$ cat src/rtl/muldiv_seq.sv
// muldiv_seq: sequential RV32M multiply/divide unit.
//
// Decodes funct3 (MUL, MULH, MULHSU, MULHU, DIV, DIVU, REM, REMU) and works
// on unsigned operand magnitudes. It does one shift-add or restoring-divide
// step per cycle and applies the result sign at the end. Divide-by-zero and
// signed overflow finish through a one-cycle fast path.
//
// Ports:
//   clk_i     clock, rising edge
//   rst_i     synchronous active-high reset
//   valid_i   request strobe, accepted when valid_i & ready_o
//   funct3_i  operation select, sampled at accept
//   a_i, b_i  operands rs1 / rs2, sampled at accept
//   ready_o   unit idle and able to accept a request
//   busy_o    operation in flight (core stall)
//   done_o    one-cycle pulse, result_o valid
//   result_o  registered result, held until the next completion
module muldiv_seq #(
    parameter int XLEN = 32
) (
    input  logic            clk_i,
    input  logic            rst_i,
    input  logic            valid_i,
    input  logic [2:0]      funct3_i,
    input  logic [XLEN-1:0] a_i,
    input  logic [XLEN-1:0] b_i,
    output logic            ready_o,
    output logic            busy_o,
    output logic            done_o,
    output logic [XLEN-1:0] result_o
);

    localparam int CW = $clog2(XLEN + 1);
    localparam logic [XLEN-1:0] MIN_VAL = {1'b1, {(XLEN-1){1'b0}}};

    typedef enum logic [1:0] {IDLE, RUN, DONE} state_t;

    state_t            state_q;
    logic [2:0]        op_q;
    logic [XLEN-1:0]   a_q;       // multiplicand magnitude / dividend, then quotient
    logic [XLEN-1:0]   b_q;       // multiplier magnitude (shifted out MSB first) / divisor
    logic              neg_q;     // result must be negated at the end
    logic [2*XLEN-1:0] acc_q;     // product, or partial remainder in the low half
    logic [CW-1:0]     cnt_q;
    logic [XLEN-1:0]   result_q;

    // Accept-time decode.
    logic            a_neg, b_neg, sign_d;
    logic [XLEN-1:0] a_mag, b_mag;
    logic            div_zero, div_ovf;
    logic [XLEN-1:0] fast_res;

    // NOTE: every signal written in an always_comb gets a default first, so
    // no path can leave it unassigned and infer a latch.
    always_comb begin
        a_neg    = (funct3_i inside {3'b000, 3'b001, 3'b010, 3'b100, 3'b110}) & a_i[XLEN-1];
        b_neg    = (funct3_i inside {3'b000, 3'b001, 3'b100, 3'b110}) & b_i[XLEN-1];
        a_mag    = a_neg ? -a_i : a_i;
        b_mag    = b_neg ? -b_i : b_i;
        // A remainder takes the dividend's sign; everything else takes the XOR.
        sign_d   = (funct3_i[2] & funct3_i[1]) ? a_neg : (a_neg ^ b_neg);
        div_zero = funct3_i[2] & (b_i == '0);
        div_ovf  = funct3_i[2] & ~funct3_i[0] & (a_i == MIN_VAL) & (b_i == '1);
        fast_res = '0;
        if (div_zero)
            fast_res = funct3_i[1] ? a_i : '1;
        else if (div_ovf)
            fast_res = funct3_i[1] ? '0 : MIN_VAL;
    end

    // One iteration step plus the sign-corrected final result.
    logic [2*XLEN-1:0] acc_d, addend, prod;
    logic [XLEN-1:0]   a_d, b_d, quo, rem, final_res;
    logic [XLEN:0]     trial, diff;

    always_comb begin
        acc_d  = acc_q;
        a_d    = a_q;
        b_d    = b_q;
        addend = '0;
        // Restoring step: shift the next dividend bit into the remainder and
        // subtract the divisor. A borrow in the top bit means the subtraction
        // does not fit.
        trial  = {acc_q[XLEN-1:0], a_q[XLEN-1]};
        diff   = trial - {1'b0, b_q};
        if (op_q[2]) begin
            a_d   = {a_q[XLEN-2:0], ~diff[XLEN]};
            acc_d = {{XLEN{1'b0}}, diff[XLEN] ? trial[XLEN-1:0] : diff[XLEN-1:0]};
        end else begin
            // MSB-first shift-add: double the product, then add the
            // multiplicand if the current multiplier bit is set.
            if (b_q[XLEN-1])
                addend = {{XLEN{1'b0}}, a_q};
            acc_d = {acc_q[2*XLEN-2:0], 1'b0} + addend;
            b_d   = {b_q[XLEN-2:0], 1'b0};
        end

        prod = neg_q ? -acc_d : acc_d;
        quo  = neg_q ? -a_d : a_d;
        rem  = neg_q ? -acc_d[XLEN-1:0] : acc_d[XLEN-1:0];
        case (op_q)
            3'b000:                 final_res = prod[XLEN-1:0];
            3'b001, 3'b010, 3'b011: final_res = prod[2*XLEN-1:XLEN];
            3'b100, 3'b101:         final_res = quo;
            default:                final_res = rem;
        endcase
    end

    // NOTE: sequential state uses non-blocking assignments only, so every
    // register samples the pre-edge values regardless of statement order.
    always_ff @(posedge clk_i) begin
        if (rst_i) begin
            state_q  <= IDLE;
            op_q     <= '0;
            a_q      <= '0;
            b_q      <= '0;
            neg_q    <= 1'b0;
            acc_q    <= '0;
            cnt_q    <= '0;
            result_q <= '0;
        end else begin
            case (state_q)
                IDLE: begin
                    if (valid_i) begin
                        op_q <= funct3_i;
                        if (div_zero || div_ovf) begin
                            result_q <= fast_res;
                            state_q  <= DONE;
                        end else begin
                            a_q     <= a_mag;
                            b_q     <= b_mag;
                            neg_q   <= sign_d;
                            acc_q   <= '0;
                            cnt_q   <= CW'(XLEN);
                            state_q <= RUN;
                        end
                    end
                end
                RUN: begin
                    acc_q <= acc_d;
                    a_q   <= a_d;
                    b_q   <= b_d;
                    cnt_q <= cnt_q - CW'(1);
                    // Last step: the result is formed from this step's values.
                    if (cnt_q == CW'(1)) begin
                        result_q <= final_res;
                        state_q  <= DONE;
                    end
                end
                DONE:    state_q <= IDLE;
                default: state_q <= IDLE;
            endcase
        end
    end

    assign ready_o  = (state_q == IDLE);
    assign busy_o   = ~ready_o;
    assign done_o   = (state_q == DONE);
    assign result_o = result_q;

endmodule

$ cat config.mk
export PLATFORM = sky130hd
export DESIGN_NAME = muldiv_seq
export DESIGN_NICKNAME = d
export VERILOG_FILES = /design/src/rtl/muldiv_seq.sv
export SDC_FILE = /design/constraint.sdc
export NUM_CORES = 1
export LEC_CHECK = 0
export BUFFER_PORTS_ARGS = -buffer_cell sky130_fd_sc_hd__buf_2
export CORE_MARGIN = 1
export CORE_UTILIZATION = 30
export DETAILED_ROUTE_END_ITERATION = 12
export PLACE_DENSITY = 0.51
export SYNTH_ARGS = -nofsm -noshare
export SYNTH_HDL_FRONTEND = slang
export SYNTH_SLANG_ARGS = --single-unit
$ cat constraint.sdc
create_clock -name clk_i -period 11.9 [get_ports clk_i]
set_input_delay 3.57 -clock clk_i [delete_from_list [all_inputs] [get_ports clk_i]]
set_output_delay 3.57 -clock clk_i [all_outputs]
set_load 0.02 [all_outputs]
==> impl_summary.txt <==
----------------------------------------------------
[Cells and area]
  Antenna diode count ... 0
  Fraction of final layout cells sized beyond drive strength 1 ... 8.15%
  Area growth syn-to-layout ... 9.05%
  Post-route cell area ... approximately 20000 um2
  Final net count ... between 2000 and 3000

[CTS]
  Max Buffers Root-to-Sink ... 2
  Sinks on the clock net ... 171
  Buffer count from post-CTS setup fixing ... 0
  Cells resized by post-CTS repair ... 0
  H-tree Lvls ... 4
  TritonCTS buffer count ... 17
  Clk Tree Root Cell ... sky130_fd_sc_hd__clkbuf_16
  Clock tree from TritonCTS ... done
  Insertion delay of the later-clocked pin in the worst-skew pair ... between 0.5 and 0.6 ns
  Clock slew at the register clock pins of the worst setup and hold paths ... ~0.080 ns
  Number of buffers inserted for hold repair after clock tree synthesis ... 0

[Worst setup path]
  Data required time of the worst path ... 12.27 ns
  Logic depth of the worst register-to-register path ... 16
  Setup slack of the worst register-to-register path ... 4.40 ns
  Startpoint kind of the worst setup timing path ... primary input
  Data arrival time of the worst path ... ~8.3 ns
  Launching point of the worst reg2reg path ... b_q[31]$_SDFFE_PP0P_
  Reg2reg end ... result_o[31]$_SDFFE_PP0P_
  Type of destination of the critical path ... flip-flop
  Category of the critical setup timing path ... in -> reg
  Critical Path Fanout Max ... 37

[Min path]
  Min-Delay Startpoint ... result_o[31]$_SDFFE_PP0P_
  Worst Hold End ... result_o[31]$_SDFFE_PP0P_
  Worst min path class ... reg -> reg
  Cell count of the worst hold path ... 2

[Routing]
  Pre-antenna DRT Iters ... 6
  First DRT Iteration DRCs ... approximately 2400
  Average wire length per cell after detail routing ... ~24 um
  DRC ... 0
  Detailed-route vias per instance ... approximately 6.1
  Post-detailed-routing wire length ... roughly 88 mm
  Number of vias in the routed layout ... about 22000
  Antenna Violating Nets Remaining ... 0

[Power and ir drop]
  Power density cells ... between 100 and 150 nW/um2
  Total power consumption of the routed design ... ~2.2 mW
  Lkg Pwr ... 7.76 nW
  IR Drop Worst-Case VDD ... 0.000151 V

[Logic synthesis]
  Main combinational cell family by area after synthesis ... compound AO/OA/AOI/OAI gates
  Combined area of all synthesized cells ... between 15000 and 20000 um2
  Post-synthesis share of cell area spent on and, or, nand and nor gates ... 29.6%
  Share of cell area taken by muxes after synthesis ... approximately 2.5%
  Synthesized-area fraction occupied by ao, oa, aoi and oai cells ... a little under a third
  Count of flip-flops with a built-in enable after synthesis ... 0
  Share of async-settable or async-resettable flops after synthesis ... 0%
  Dominant cell type by area after synthesis ... sky130_fd_sc_hd__dfxtp_1
  Most used DFF post-synth ... sky130_fd_sc_hd__dfxtp_1
  Post-synth cell types ... a little over 90
  Share of synthesized cell area in full adder, half adder and majority cells ... 4.88%
  Top area cells in the synthesized netlist ... sky130_fd_sc_hd__dfxtp_1, sky130_fd_sc_hd__a21oi_1, sky130_fd_sc_hd__nor2_1, sky130_fd_sc_hd__nand2_1, sky130_fd_sc_hd__ha_1
  Register area share after synthesis ... roughly 18%
  Post-synthesis sequential element count ... ~170
  Yosys top cell area share ... 18.2%
  Total nets after synthesis ... 2930
  Gate count of the mapped netlist ... around 2800
  Yosys warnings ... 0
  Fraction of synthesized cell area in xor and xnor cells ... 7.32%
  Mean cell area of the mapped netlist ... ~6.7 um2

[STA]
  Worst setup skew after layout ... about 0.024 ns
  Actual slew at the worst max-slew pin ... around 1.4 ns
  Remaining max-slew budget at the tightest pin ... under 10%
  Total count of hold-check failures in the final report ... 0
  Setup TNS ... 0 ns
  Final setup viols ... 0
  Fraction of the cycle the final worst path needs ... around two thirds
  Final number of max-transition violations ... 0
  Highest clock rate ... roughly 130 MHz
  Time the worst path needs with I/O delays and setup ... ~7.9 ns
  Unrepaired setup endpoints after global routing ... false

[Placed design]
  DPL Wire Length ... between 60 and 70 mm
  Total placed instance area ... 19900 um2
  Input/output buffers ... 104
  Routability-driven placement congestion ratio ... approximately 0.95

[GRT]
  Wire length of the first global-routing pass ... between 100 and 150 mm
  All-Layer GR Usage ... 27.1%
  Largest net degree at the start of global routing ... just over 100
  Antenna violations before repair ... 1
  Vias in the first global route ... roughly 20000
  Grt ovf ... 0

[Die]
  Initial cell density of the core ... between 30% and 40%
  Floorplan Core Area ... 61800 um2
  Vertical die dimension ... around 250 um
  Width of the chip ... around 250 um
  I/O pin count ... between 100 and 150
  Die area ... between 60000 and 70000 um2
  Row count ... 91

[Outcome]
  Outcome ... completed

[Flow run]
  Max capacitance violation total ... 0

----------------------------------------------------
==> registers in the layout, summed over array words and instances (netlist names) <==
register / count
acc_q: 63
result_o: 32
neg_q: 1
op_q: 3
b_q: 32
a_q: 32
cnt_q: 6
state_q: 2
==> cells in the mapped netlist, types with 9 or more instances <==
| master | number |
|---|---|
| sky130_fd_sc_hd__mux2i_1 | 33 |
| sky130_fd_sc_hd__a211o_1 | 16 |
| sky130_fd_sc_hd__a221oi_1 | 48 |
| sky130_fd_sc_hd__and3_1 | 19 |
| sky130_fd_sc_hd__o41ai_1 | 16 |
| sky130_fd_sc_hd__nor4_1 | 32 |
| sky130_fd_sc_hd__o31ai_1 | 35 |
| sky130_fd_sc_hd__a211oi_1 | 54 |
| sky130_fd_sc_hd__nand4_1 | 58 |
| sky130_fd_sc_hd__o21ai_0 | 128 |
| sky130_fd_sc_hd__a21boi_0 | 10 |
| sky130_fd_sc_hd__buf_1 | 17 |
| sky130_fd_sc_hd__ha_1 | 70 |
| sky130_fd_sc_hd__nand2_1 | 290 |
| sky130_fd_sc_hd__o22ai_1 | 10 |
| sky130_fd_sc_hd__dfxtp_1 | 171 |
| sky130_fd_sc_hd__a21oi_1 | 290 |
| sky130_fd_sc_hd__a31oi_1 | 53 |
| sky130_fd_sc_hd__nand3_1 | 112 |
| sky130_fd_sc_hd__o21a_1 | 32 |
| sky130_fd_sc_hd__or4_1 | 17 |
| sky130_fd_sc_hd__nand2b_1 | 41 |
| sky130_fd_sc_hd__nor3_1 | 99 |
| sky130_fd_sc_hd__nor2_1 | 338 |
| sky130_fd_sc_hd__buf_2 | 19 |
| sky130_fd_sc_hd__xor2_1 | 66 |
| sky130_fd_sc_hd__and2_1 | 50 |
| sky130_fd_sc_hd__o211ai_1 | 51 |
| sky130_fd_sc_hd__o221ai_1 | 10 |
| sky130_fd_sc_hd__or3_1 | 33 |
| sky130_fd_sc_hd__a311oi_1 | 9 |
| sky130_fd_sc_hd__clkbuf_1 | 159 |
| sky130_fd_sc_hd__xnor2_1 | 91 |
| sky130_fd_sc_hd__inv_1 | 83 |
| sky130_fd_sc_hd__nor2b_1 | 22 |
| sky130_fd_sc_hd__a21o_1 | 35 |
| sky130_fd_sc_hd__and4_1 | 10 |
==> metrics by stage <==
step,hold WS [ns],worst slack (ns),std cells,util (%)
after floorplan,0.449,5.10,2788,-
after global placement,0.468,3.61,3565,32.2
after detailed placement,0.469,3.46,3565,32.2
after CTS,0.480,4.01,3597,33.1
after global routing,0.493,3.65,3597,33.1
final,0.479,3.98,3597,33.1
==> worst max path at each step <==
| stage | to | from | slack (ns) | depth (start not counted) |
|---|---|---|---|---|
| finish | b_q[25]$_SDFFE_PP0P_ | b_i[13] | 3.98 | 13 |
| global route | b_q[25]$_SDFFE_PP0P_ | b_i[13] | 3.65 | 13 |
| CTS | b_q[17]$_SDFFE_PP0P_ | b_i[13] | 4.01 | 14 |
| detailed placement | b_q[3]$_SDFFE_PP0P_ | b_i[13] | 3.46 | 14 |
| global placement | b_q[27]$_SDFFE_PP0P_ | b_i[13] | 3.61 | 13 |
| floorplan | result_o[12]$_SDFFE_PP0P_ | b_i[13] | 5.10 | 13 |
==> layer usage <==
layer	up-vias	wire length [um]	share of wire (%)	GRT usage, %
met1	10600	39000	44	37.3
li1	10200	-	-	-
met5	-	0	0	0
met2	1017	38200	43	41.6
met4	0	3790	4.3	12.2
met3	156	6800	7.7	4.12
==> cell usage in the layout (no fill, tap or decap), types with 51 or more instances in the layout <==
| master | synthesis | routed |
|---|---|---|
| sky130_fd_sc_hd__nand2_1 | 290 | 290 |
| sky130_fd_sc_hd__nand4_1 | 58 | 58 |
| sky130_fd_sc_hd__o211ai_1 | 51 | 51 |
| sky130_fd_sc_hd__buf_2 | 19 | 103 |
| sky130_fd_sc_hd__a31oi_1 | 53 | 53 |
| sky130_fd_sc_hd__inv_1 | 83 | 82 |
| sky130_fd_sc_hd__ha_1 | 70 | 70 |
| sky130_fd_sc_hd__xnor2_1 | 91 | 91 |
| sky130_fd_sc_hd__a21oi_1 | 290 | 289 |
| sky130_fd_sc_hd__nor3_1 | 99 | 99 |
| sky130_fd_sc_hd__xor2_1 | 66 | 66 |
| sky130_fd_sc_hd__nand3_1 | 112 | 111 |
| sky130_fd_sc_hd__a211oi_1 | 54 | 54 |
| sky130_fd_sc_hd__nor2_1 | 338 | 336 |
| sky130_fd_sc_hd__dfxtp_1 | 171 | 169 |
| sky130_fd_sc_hd__o21ai_0 | 128 | 128 |
==> worst max-delay path, cell delays in order <==
cell and delay (ns):
sky130_fd_sc_hd__buf_2 0.13, sky130_fd_sc_hd__or4_1 0.56, sky130_fd_sc_hd__or3_1 0.37, sky130_fd_sc_hd__nor3_1 0.23, sky130_fd_sc_hd__nand2b_1 0.14, sky130_fd_sc_hd__nor4_1 0.69, sky130_fd_sc_hd__nand2b_1 0.52, sky130_fd_sc_hd__o21a_1 0.34
sky130_fd_sc_hd__nand3_4 0.42, sky130_fd_sc_hd__a21o_1 0.96, sky130_fd_sc_hd__a211oi_1 0.08, sky130_fd_sc_hd__a21oi_1 0.18, sky130_fd_sc_hd__nor2_1 0.06
==> kinds of logic after synthesis <==
kind of cell	Yosys count
buffers and inverters	285
xor gates and xnor gates	157
adders and majority gates	72
and+or+nand+nor	1160
muxes	44
DFF	171
AOI/OAI and AO/OA	899
==> where the power goes <==
group / total, mW / leakage (nW) / internal (mW) / switching (mW)
clock: 0.613 / 0.292 / 0.319 / 0.294
sequential: 0.662 / 1.39 / 0.602 / 0.0596
combinational: 0.899 / 6.07 / 0.281 / 0.618
total: 2.17 / 7.76 / 1.20 / 0.972
==> final cells by class <==
class,instances,area [um2]
Fill cell,6801,41300
Multi-Input combinational cell,2332,14300
Clock inverter,14,163
Tap cell,837,1050
Sequential cell,171,3430
Clock buffer,18,439
Timing Repair Buffer,141,805
Inverter,84,315
No activity file was read; power rests on OpenSTA's default activity.
